## src/rtl/seven_seg_scan_decoder.sv

```systemverilog
// Scrapes a two-digit multiplexed seven-segment bus back into BCD digits and a binary value.
// Each phase is captured once after it has been stable for SETTLE synchronized cycles.
module seven_seg_scan_decoder #(
    parameter int unsigned SETTLE  = 4,
    parameter int unsigned TIMEOUT = 1000000
) (
    input  logic       clk,
    input  logic       arst,
    input  logic       ca,
    input  logic       cb,
    input  logic       cc,
    input  logic       cd,
    input  logic       ce,
    input  logic       cf,
    input  logic       cg,
    input  logic       AN0,
    input  logic       AN1,
    output logic [3:0] value,
    output logic [3:0] ones,
    output logic [3:0] tens,
    output logic       valid,
    output logic       err,
    output logic       stale
);

    localparam int unsigned SettleW  = $clog2(SETTLE + 1);
    localparam int unsigned TimeoutW = $clog2(TIMEOUT + 1);
    localparam logic [SettleW-1:0]  SettleMax  = SettleW'(SETTLE);
    localparam logic [TimeoutW-1:0] TimeoutMax = TimeoutW'(TIMEOUT);

    typedef enum logic [1:0] {StEmpty, StHaveOnes, StHaveTens, StCheck} state_e;

    // Returns {legal, digit} for a lit pattern ordered abcdefg.
    function automatic logic [4:0] seg_decode(input logic [6:0] lit);
        logic [4:0] r;
        case (lit)
            7'b1111110: r = {1'b1, 4'd0};
            7'b0110000: r = {1'b1, 4'd1};
            7'b1101101: r = {1'b1, 4'd2};
            7'b1111001: r = {1'b1, 4'd3};
            7'b0110011: r = {1'b1, 4'd4};
            7'b1011011: r = {1'b1, 4'd5};
            7'b1011111: r = {1'b1, 4'd6};
            7'b1110000: r = {1'b1, 4'd7};
            7'b1111111: r = {1'b1, 4'd8};
            7'b1111011: r = {1'b1, 4'd9};
            default:    r = 5'd0;
        endcase
        return r;
    endfunction

    logic [8:0]          pins;
    logic [8:0]          sync1_q, sync2_q;
    logic [SettleW-1:0]  settle_cnt_q, settle_cnt_d;
    logic [TimeoutW-1:0] stale_cnt_q, stale_cnt_d;
    logic                last_ph_q, last_vld_q;
    state_e              state_q;
    logic [3:0]          hold_ones_q, hold_tens_q;
    logic [3:0]          value_q, ones_q, tens_q;
    logic                valid_q, err_q, stale_q;

    logic                next_idle, capture;
    logic                cur_ones, cur_tens, cur_active, phase_flip, stale_reach;
    logic [4:0]          dec;
    logic [6:0]          sum;
    logic                frame_ok;

    assign pins = {AN1, AN0, ca, cb, cc, cd, ce, cf, cg};

    always_comb begin
        // Look one stage ahead so the counter restarts on the edge the synchronized vector moves.
        next_idle = (sync1_q[8] == sync1_q[7]);
        if (sync1_q != sync2_q || next_idle) begin
            settle_cnt_d = '0;
        end else if (settle_cnt_q == SettleMax) begin
            settle_cnt_d = SettleMax;
        end else begin
            settle_cnt_d = settle_cnt_q + 1'b1;
        end
        capture = (settle_cnt_d == SettleMax) && (settle_cnt_q != SettleMax);

        cur_ones   = (sync2_q[8:7] == 2'b10);
        cur_tens   = (sync2_q[8:7] == 2'b01);
        cur_active = cur_ones || cur_tens;
        phase_flip = cur_active && last_vld_q && (cur_tens != last_ph_q);
        if (phase_flip) begin
            stale_cnt_d = '0;
        end else if (stale_cnt_q == TimeoutMax) begin
            stale_cnt_d = TimeoutMax;
        end else begin
            stale_cnt_d = stale_cnt_q + 1'b1;
        end
        stale_reach = (stale_cnt_d == TimeoutMax) && (stale_cnt_q != TimeoutMax);

        dec      = seg_decode(~sync2_q[6:0]);
        sum      = 7'(hold_tens_q) * 7'd10 + 7'(hold_ones_q);
        frame_ok = (state_q == StCheck) && (sum <= 7'd15);
    end

    always_ff @(posedge clk or posedge arst) begin
        if (arst) begin
            sync1_q      <= '0;
            sync2_q      <= '0;
            settle_cnt_q <= '0;
            stale_cnt_q  <= '0;
            last_ph_q    <= 1'b0;
            last_vld_q   <= 1'b0;
        end else begin
            sync1_q      <= pins;
            sync2_q      <= sync1_q;
            settle_cnt_q <= settle_cnt_d;
            stale_cnt_q  <= stale_cnt_d;
            if (cur_active) begin
                last_ph_q  <= cur_tens;
                last_vld_q <= 1'b1;
            end
        end
    end

    always_ff @(posedge clk or posedge arst) begin
        if (arst) begin
            state_q     <= StEmpty;
            hold_ones_q <= '0;
            hold_tens_q <= '0;
            value_q     <= '0;
            ones_q      <= '0;
            tens_q      <= '0;
            valid_q     <= 1'b0;
            err_q       <= 1'b0;
            stale_q     <= 1'b0;
        end else begin
            valid_q <= 1'b0;
            err_q   <= 1'b0;
            if (state_q == StCheck) begin
                state_q <= StEmpty;
                if (frame_ok) begin
                    value_q <= sum[3:0];
                    ones_q  <= hold_ones_q;
                    tens_q  <= hold_tens_q;
                    valid_q <= 1'b1;
                end else begin
                    err_q <= 1'b1;
                end
            end else if (capture) begin
                if (!dec[4]) begin
                    err_q   <= 1'b1;
                    state_q <= StEmpty;
                end else if (cur_ones) begin
                    hold_ones_q <= dec[3:0];
                    state_q     <= (state_q == StHaveTens) ? StCheck : StHaveOnes;
                end else begin
                    hold_tens_q <= dec[3:0];
                    state_q     <= (state_q == StHaveOnes) ? StCheck : StHaveTens;
                end
            end
            if (frame_ok) begin
                stale_q <= 1'b0;
            end else if (stale_reach) begin
                stale_q <= 1'b1;
            end
        end
    end

    assign value = value_q;
    assign ones  = ones_q;
    assign tens  = tens_q;
    assign valid = valid_q;
    assign err   = err_q;
    assign stale = stale_q;

endmodule
```

## config.mk

```make
export PLATFORM = sky130hd
export DESIGN_NAME = seven_seg_scan_decoder
export DESIGN_NICKNAME = d
export VERILOG_FILES = /design/src/rtl/seven_seg_scan_decoder.sv
export SDC_FILE = /design/constraint.sdc
export NUM_CORES = 1
export LEC_CHECK = 0
export ABC_AREA = 0
export BUFFER_PORTS_ARGS = -buffer_cell sky130_fd_sc_hd__buf_2
export CORE_MARGIN = 2
export CORE_UTILIZATION = 64
export DETAILED_ROUTE_END_ITERATION = 6
export GPL_TIMING_DRIVEN = 0
export HOLD_SLACK_MARGIN = 0.08
export MAX_ROUTING_LAYER = met4
export PLACE_DENSITY = 0.86
export SYNTH_ARGS = -nofsm -noshare
export SYNTH_HDL_FRONTEND = slang
export SYNTH_SLANG_ARGS = --single-unit
```

## constraint.sdc

```tcl
create_clock -name clk -period 4.45 [get_ports clk]
set_input_delay 0.2225 -clock clk [delete_from_list [all_inputs] [get_ports clk]]
set_output_delay 0.2225 -clock clk [all_outputs]
set_load 0.01 [all_outputs]
```

### Word-level counts from Yosys, hierarchy flattened

Cells that the tools add are included.

* flip-flop bits (word level): 68
* output and inout port bits: 15
* bits of input ports: 11
* word-level logic and storage cells: 78

* add/sub/neg operators: 3
* bitwise operators: 3
* $lt $le $gt $ge: 1
* multipliers: 1
* multiplexer cells: 19
* reductions and logical operators: 12
* eq/ne operators: 24

Operators by type and width (number)
* 7-bit equality test, second input constant: 8
* 5-bit one-hot mux with 10 select lines: 1
* 20-bit equality test, second input constant: 2
* 20-bit 2-to-1 mux: 2
* 20-bit by 1-bit adder with 20-bit output, second input constant: 1
* 20-bit != test, second input constant: 1
* 7-bit by 6-bit equality test with 1-bit output, second input constant: 2
* 2-bit 2-to-1 mux: 5
* 1-bit 2-to-1 mux: 9
* 9-bit != test: 1
* 4-bit AND reduction: 2
* 7-bit by 4-bit adder with 7-bit output: 1
* 7-bit by 4-bit less-or-equal comparator with 1-bit output, second input constant: 1
* 7-bit inverter: 1
* 2-bit equality test, second input constant: 3
* 3-bit equality test, second input constant: 2
* 4-bit by 3-bit multiplier with 6-bit output, second input constant: 1
* 3-bit 2-to-1 mux: 2
* 1-bit logical AND: 5
* 2-bit by 1-bit equality test with 1-bit output, second input constant: 2
* 2-bit nonzero test: 2
* 3-bit by 1-bit adder with 3-bit output, second input constant: 1
* 3-bit != test, second input constant: 1
* 1-bit logical OR: 2
* other kinds (4): 5

### Depth between registers and ports, before layout

Gate-level depths: netlist (run 1).

* depth after elaboration: 9
* gate-level depth with buffers: 11
* mapped depth without buffers: 10

### Worst setup path after synthesis (run 1)

No wires, ideal clock.

* path kind: register to register
* start: reg hold_tens_q[1]
* end: reg ones_q[1] (netlist: ones[1])
* period minus slack after synthesis: 2.881 ns
* path buffers: 1
* setup slack: 1.569 ns
* arrival time: 2.757 ns
* cell stages (with the launch flop): 10
* path through: dfrtp_1 > ha_1 > ha_1 > inv_1 > fa_1 > inv_1 > or4_1 > a21oi_1 > buf_6 > mux2_2

* word-level cells in the longest chain between the ends: 5

RTL lines
* from (decl): line 58 `logic [3:0] hold_ones_q, hold_tens_q;`
* from (signal assigned): line 152 `hold_tens_q <= dec[3:0];`
* 4-bit by 3-bit multiplier with 6-bit output: line 96 `sum = 7'(hold_tens_q) * 7'd10 + 7'(hold_ones_q);`
* 7-bit by 4-bit adder with 7-bit output: line 96
* 7-bit by 4-bit less-or-equal comparator with 1-bit output: line 97 `frame_ok = (state_q == StCheck) && (sum <= 7'd15);`
* 1-bit logical AND: line 97
* 2-bit AND reduction (no source line)
* to (signal assigned): line 138 `ones_q <= hold_ones_q;`
* to (decl): line 59 `logic [3:0] value_q, ones_q, tens_q;`

No other way between the ends.
A chain may end at the register's enable or synchronous reset.

### Final worst setup path (run 1)

* start: reg hold_tens_q[1]
* end: reg ones_q[2] (netlist: ones[2])

The elaborated chain is that of the path after synthesis.

==> results.md, run 1 <==
- Max Slew Vio Count: 0
- Final Cycle Share: 72.3%
- Most frequent cells in the layout: dfrtp_1 (67), nor2_1 (31), buf_2 (26)
- Slowest cell on crit path: or4_1
- Vias in the first global route: 2546
- Die Ht: 77.6 um
- Worst clock skew: 6.29 ps
- DRT iter0 DRCs: 229
- Final hold vios: 0
- CP peak stage delay: 530 ps
- Kind of critical path: reg -> reg
- Core ar.: 5170 sq um
- Hold endpoint: sync2_q[0]$_DFF_PP0_
- Post-CTS Resized: 0
- WL/cell: 15.8 um
- Critical path arrival: 3450 ps
- Max Freq: 0.311 GHz
- Hold Path Class: reg -> reg
- Endpoints failing setup: 0
- Post-CTS Hold Fix Bufs: 10
- Max Root-Sink Buffers: 2
- Post-synth top flop: dfrtp_1
- Max-capacitance violation count: 0
- R2R Setup Slk: 1230 ps
- CP Buf/Inv Count: 3
- Most common cell after layout, fill and taps aside: dfrtp_1
- Pwr dens: 342 nW/um^2
- RSZ-0062 raised after global routing: no
- Worst r2r dst: ones[2]$_DFFE_PP0P_
- Post-route DRC violation count: 0
- Leakage: 1.89 nW
- Crit start category: register
- P&R area growth vs syn: 15.2%
- Vias/cell: 5.78
- Drt pass-1 iters: 4
- Die W: 77.6 um
- Post-synthesis sequential area ratio: 48.3%
- GRT Residual Overflow: 0
- CTS tree: built
- DPL Wire Length: 4.63 mm
- Row cnt: 26
- Post-synth EDFFs: 0
- Hold depth: 0
- Post-Syn Area: 3470 sq um
- Min-Delay Startpoint: sync1_q[0]$_DFF_PP0_
- H-tree levels: 3
- Synthesis-stage register bit count: 67
- Peak VDD IR: 221 uV
- Largest net degree at the start of global routing: 46
- CP Max Fanout: 10
- Ys async rst share: 100%
- Delay-heaviest family, CP: adder cells
- Setup bufs post-CTS: 0
- Routed via count: 2541
- Avg Cell Area, Syn: 10.9 sq um
- Clock-pin slew on the worst setup and hold paths: 70 ps
- Root Buffer: clkbuf_8
- Ant diodes: 0
- Routed Antenna Nets: 0
- Hold slack: 397 ps
- CTS Buf Count: 9
- Syn_nets: 345
- Status: finished clean
- First-pass GRT wire length: 12.1 mm
- CP cell instances: ha_1 > ha_1 > inv_1 > fa_1 > inv_1 > or4_1 > a21oi_1 > buf_6 > mux2_2
- I/O Pins: 26
- Yosys warns: 0
- Worst-skew pair later-pin latency: 350 ps
- Setup crit end kind: register
- Port Buffer Count: 25
- Required @ worst endpoint: 4680 ps
- Die area: 6020 sq um
- CTS sink count: 67
- Initial antenna violation count: 0
- Cells after Synth: 319
- Final Wtd Congestion: 0.896
- Global Route Usage Sum: 26.4%
- Tmin final: 3220 ps
- Count of unique library cells instantiated by Yosys: 59
- Worst r2r path cells: 9
- Slew HR: 51.6%
- Share of cells above drive strength 1: 23.8%
- Worst r2r src: hold_tens_q[1]$_DFFE_PP0P_
- Nets: 392
- Routed wire length: 6.93 mm
- Starting Density: 67.1%
- Setup TNS: 0 ps
- Slew @ Worst Pin: 720 ps
-- worst register-to-register path, cell delays in order, from the launching register on --
cell     delay [ps]
dfrtp_1         450
ha_1            310
ha_1            130
inv_1            40
fa_1            480
inv_1            60
or4_1           530
a21oi_1         510
buf_6           230
mux2_2          340
-- synthesized netlist by cell type, drive strengths merged, types with 3 or more instances --
cell type,n,area share (%)
xnor2,18,4.5
o2111ai,3,0.76
nand2b,6,1.1
nor4,6,1.1
or3,6,1.2
nor2,31,3.4
dfrtp,67,48
clkbuf,5,0.65
a31oi,4,0.72
and4,5,1.4
nand3,13,2.0
mux2,18,5.8
buf,10,2.7
nand2,14,1.5
inv,20,2.2
nand4,7,1.4
xor2,11,2.8
nor3,10,1.4
o21ai,5,0.72
ha,13,4.7
and3,4,0.94
a21oi,10,1.6
-- power breakdown --
group / switching, mW / internal (mW) / leakage (nW)
clock: 0.218 / 0.286 / 0.0995
sequential: 0.0292 / 0.637 / 0.882
combinational: 0.111 / 0.0836 / 0.908
total: 0.358 / 1.01 / 1.89
-- cell type report --
cell class                      instances  area (sq um)
Multi-Input combinational cell        217          1600
Clock buffer                           13           159
Buffer                                 15           118
Inverter                               20          75.1
Timing Repair Buffer                   36           245
Clock inverter                          2          35.0
Sequential cell                        67          1680
Tap cell                               70          87.6
Fill cell                             327          1180
-- stage by stage --
stage | cell area, sq um | std cells | total power [mW] | setup slack, ps | util [%]
2_1_floorplan | 3470 | 319 | 0.814 | 1570 | -
3_3_place_gp | 3680 | 414 | 0.847 | 1320 | 71.2
3_5_place_dp | 3700 | 415 | 0.857 | 1250 | 71.6
4_1_cts | 4000 | 440 | 1.37 | 1240 | 77.2
5_1_grt | 4000 | 440 | 1.42 | 1070 | 77.2
6_report | 4000 | 440 | 1.36 | 1230 | 77.2
-- kinds of logic (layout without fill, tap and decap cells) --
kind of cell,Yosys count,count (layout),share of synthesized area (%)
and+or+nand+nor,117,117,19.4
DFF,67,67,48.3
AOI/OAI and AO/OA,36,36,7.14
buffers and inverters,35,86,5.56
xor gates and xnor gates,29,29,7.32
muxes,20,20,6.42
adders and majority gates,15,15,5.84
-- worst max path at each step --
stage | start | to | slack (ps) | cells after the start
CTS | hold_tens_q[1]$_DFFE_PP0P_ | ones[1]$_DFFE_PP0P_ | 1240 | 9
finish | hold_tens_q[1]$_DFFE_PP0P_ | ones[2]$_DFFE_PP0P_ | 1230 | 9
detailed placement | hold_tens_q[1]$_DFFE_PP0P_ | ones[1]$_DFFE_PP0P_ | 1250 | 9
floorplan | hold_tens_q[1]$_DFFE_PP0P_ | ones[1]$_DFFE_PP0P_ | 1570 | 9
global route | hold_tens_q[1]$_DFFE_PP0P_ | ones[2]$_DFFE_PP0P_ | 1070 | 9
global placement | hold_tens_q[1]$_DFFE_PP0P_ | tens[0]$_DFFE_PP0P_ | 1320 | 9
-- metal layers --
metal | part of all wire [%] | global-route usage, % | routed length [um] | vias to the layer above
met4 | 1.5 | 11.8 | 106 | 0
met5 | 0 | - | 0 | -
met3 | 4.9 | 4.88 | 342 | 10
li1 | - | - | - | 1213
met1 | 45 | 33.4 | 3140 | 1243
met2 | 48 | 41.7 | 3340 | 75
-- sequential cells by signal (all words and copies together), names as in the netlist --
name,count
last_vld_q,1
settle_cnt_q,3
tens,4
sync2_q,9
sync1_q,9
value,4
ones,3
hold_tens_q,4
state_q,2
valid,1
stale,1
last_ph_q,1
stale_cnt_q,20
hold_ones_q,4
err,1
Note: power is estimated with default switching activity, not from simulation.
==> inputs of run 2 (changes only) <==
--- a/config.mk
+++ b/config.mk
@@ -8,12 +8,12 @@
 export ABC_AREA = 0
 export BUFFER_PORTS_ARGS = -buffer_cell sky130_fd_sc_hd__buf_2
 export CORE_MARGIN = 2
-export CORE_UTILIZATION = 64
+export CORE_UTILIZATION = 54
 export DETAILED_ROUTE_END_ITERATION = 6
 export GPL_TIMING_DRIVEN = 0
 export HOLD_SLACK_MARGIN = 0.08
 export MAX_ROUTING_LAYER = met4
-export PLACE_DENSITY = 0.86
+export PLACE_DENSITY = 0.78
 export SYNTH_ARGS = -nofsm -noshare
 export SYNTH_HDL_FRONTEND = slang
 export SYNTH_SLANG_ARGS = --single-unit
==> constraint.sdc (replaced) <==
create_clock -name clk -period 2.92 [get_ports clk]
set_input_delay 0.146 -clock clk [delete_from_list [all_inputs] [get_ports clk]]
set_output_delay 0.146 -clock clk [all_outputs]
set_load 0.01 [all_outputs]
==> run 2 against run 1 <==
Effect of this change: highest routed layer unchanged; clock power up 72%; register-to-register slack worse by 1100 ps; design area up 2.9%; critical path depth unchanged; sequential power up 52%; first-iteration DRC count down 57%; largest power group unchanged.
==> results.md, run 2 (same netlist as run 1, synthesis figures left out) <==
- Max reg flops: 20 (unchanged)
- Routed wire length: 6.87 mm (-0.89%)
- Routed via count: 2524 (-0.67%)
- Hold Path Class: reg -> reg
- P&R area growth vs syn: 18.5%
- Critical path arrival: 3040 ps (-410 ps)
- Max Slew Vio Count: 0 (unchanged)
- Row cnt: 29 (+12%)
- Global Route Usage Sum: 21.3% (-5.1 points)
- Hold slack: 402 ps (+4.60 ps)
- Vias in the first global route: 2530 (-0.63%)
- Worst r2r path cells: 9 (unchanged)
- Endpoints failing setup: 0 (unchanged)
- Status: finished clean
- Final Util: 65.5% (-12 points)
- Vias/cell: 5.56 (-3.7%)
- Max Freq: 0.355 GHz (+14%)
- Biggest regs: stale_cnt_q (20), sync1_q (9), sync2_q (9)
- Most frequent CP cell: inv_1
- Critical path origin: hold_tens_q[3]$_DFFE_PP0P_
- DRT iter0 DRCs: 98 (-57%)
- Required @ worst endpoint: 3150 ps (-1530 ps)
- Delay-heaviest family, CP: adder cells
- Leakage: 1.93 nW (+1.8%)
- Die area: 7080 sq um (+18%)
- Pwr dens: 527 nW/um^2 (+54%)
- Post-Place Cell Area: 3710 sq um (+0.24%)
- CP cell instances: ha_4 > ha_1 > inv_1 > fa_1 > inv_1 > or4_4 > a21oi_4 > buf_6 > mux2_2
- Ant diodes: 0 (unchanged)
- Post-layout instance area: 4110 sq um (+2.9%)
- Cell Int Power: 1.60 mW (+59%)
- Largest Register: stale_cnt_q
- DPL Wire Length: 4.77 mm (+3.0%)
- Worst Setup EP: value[0]$_DFFE_PP0P_
- Setup crit end kind: register
- Reg power frac: 46.6% (-2.2 points)
- Worst-skew pair later-pin latency: 340 ps (about the same)
- Post-route DRC violation count: 0 (unchanged)
- Slew HR: 49.8% (-1.8 points)
- Setup TNS: 0 ps (unchanged)
- Critical Path Stages: 9 (unchanged)
- Final hold vios: 0 (unchanged)
- Slowest cell on crit path: or4_4
- Worst clock skew: 7.76 ps (+1.48 ps)
- Final Wtd Congestion: 0.852 (-4.9%)
- H-tree levels: 3 (unchanged)
- Worst r2r dst: value[0]$_DFFE_PP0P_
- Max-capacitance violation count: 0 (unchanged)
- Largest net degree at the start of global routing: 42 (-8.7%)
- Drt pass-1 iters: 5 (+1)
- Root Buffer: clkbuf_8
- Final Cycle Share: 96.4% (+24 points)
- Share of cells above drive strength 1: 27.1% (+3.3 points)
- Crit start category: register
- CTS sink count: 67 (unchanged)
- Slew @ Worst Pin: 746 ps (+26.1 ps)
- Initial antenna violation count: 0 (unchanged)
- Worst r2r src: hold_tens_q[3]$_DFFE_PP0P_
- Die W: 84.1 um (+8.4%)
- Starting Density: 55.3% (-12 points)
- Routed Antenna Nets: 0 (unchanged)
- Max Root-Sink Buffers: 2 (unchanged)
- I/O Pins: 26 (unchanged)
- CTS Buf Count: 9 (unchanged)
- Clock-pin slew on the worst setup and hold paths: 70 ps (about the same)
- CP Buf/Inv Count: 3 (unchanged)
- Peak VDD IR: 386 uV (+75%)
- Most frequent cells in the layout: dfrtp_1 (65), nor2_1 (31), buf_2 (26)
- Core ar.: 6280 sq um (+21%)
- Fill count: 483 (+48%)
- Switching share of power: 26.1% (-0.081 points)
- Psw: 567 uW (+58%)
- Port Buffer Count: 25 (unchanged)
- WL/cell: 15.1 um (-4.0%)
- Most common cell after layout, fill and taps aside: dfrtp_1
- CTS tree: built
- GRT Residual Overflow: 0 (unchanged)
- R2R Setup Slk: 100 ps (-1130 ps)
- Nets: 398 (+1.5%)
- CP Max Fanout: 9 (-1)
- Die Ht: 84.1 um (+8.4%)
- Tmin final: 2820 ps (-403 ps)
- First-pass GRT wire length: 11.8 mm (-2.6%)
- Kind of critical path: reg -> reg
- Clock Power Share: 40.0% (+3.1 points)
- CP peak stage delay: 540 ps (about the same)
- RSZ-0062 raised after global routing: no
- Gate power share: 13.4% (-0.8 points)
## run 2: changes by cell type in the layout (fill, tap and decap cells not counted), sizes merged
cell / previous run / this run
buf: 36 / 42
bufinv: 1 / 2
clkbuf: 18 / 15
clkinv: 1 / 2
clkinvlp: 0 / 2
## run 2: worst min-delay path by stage
stage | from | end | cells past startpoint
global placement | cb | sync1_q[5]$_DFF_PP0_ | 1
CTS | sync1_q[0]$_DFF_PP0_ | sync2_q[0]$_DFF_PP0_ | 0
floorplan | cg | sync1_q[0]$_DFF_PP0_ | 0
detailed placement | arst | sync1_q[4]$_DFF_PP0_ | 2
global route | sync1_q[0]$_DFF_PP0_ | sync2_q[0]$_DFF_PP0_ | 0
finish | sync1_q[0]$_DFF_PP0_ | sync2_q[0]$_DFF_PP0_ | 0
## run 2: final cells by class
class | count | area [sq um] | area share (%)
sequential | 67 | 1680 | 40.8
multi-input combinational | 217 | 1630 | 39.6
timing repair buffer | 42 | 290 | 7.06
clock buffer | 10 | 138 | 3.35
buffer | 15 | 118 | 2.86
tap | 77 | 96.3 | 2.34
clock inverter | 6 | 88.8 | 2.16
inverter | 20 | 75.1 | 1.83
## run 2: power groups by stage
stage | sequential, mW | combinational [mW] | clock, mW
after floorplan | 1.02 | 0.221 | 0
after global placement | 1.03 | 0.266 | 0
after detailed placement | 1.03 | 0.278 | 0
after CTS | 1.01 | 0.290 | 0.885
after global routing | 1.02 | 0.327 | 0.927
final | 1.01 | 0.291 | 0.867
## run 2: routing by layer
layer / track usage (%) / wire (um) / up-vias
met5: - / 0 / -
met4: 8.36 / 114 / 0
met3: 5.41 / 263 / 13
met2: 32.5 / 3260 / 62
met1: 27.5 / 3230 / 1227
li1: - / - / 1222
## run 2: repair_timing
action                                 4_1_cts  5_1_grt
buffers inserted                             1        5
setup endpoints to repair                   11        9
cloned                                       0        0
endpoints found under the hold margin       35        0
hold buffers                                10        0
pin swaps                                    1        1
gates resized for setup                      4        2
## run 2: worst reg2reg max path, stage by stage, from the launching register on
cell	delay [ps]
dfrtp_2	450
ha_4	280
ha_1	140
inv_1	50
fa_1	480
inv_1	70
or4_4	540
a21oi_4	190
buf_6	160
mux2_2	330
## run 2: stage by stage
stage               instances  worst slack, ps  power [mW]
global route              454             21.2        2.27
finish                    454              105        2.17
floorplan                 319             38.8        1.24
global placement          421             -182        1.29
detailed placement        422             -272        1.31
CTS                       449             31.7        2.18
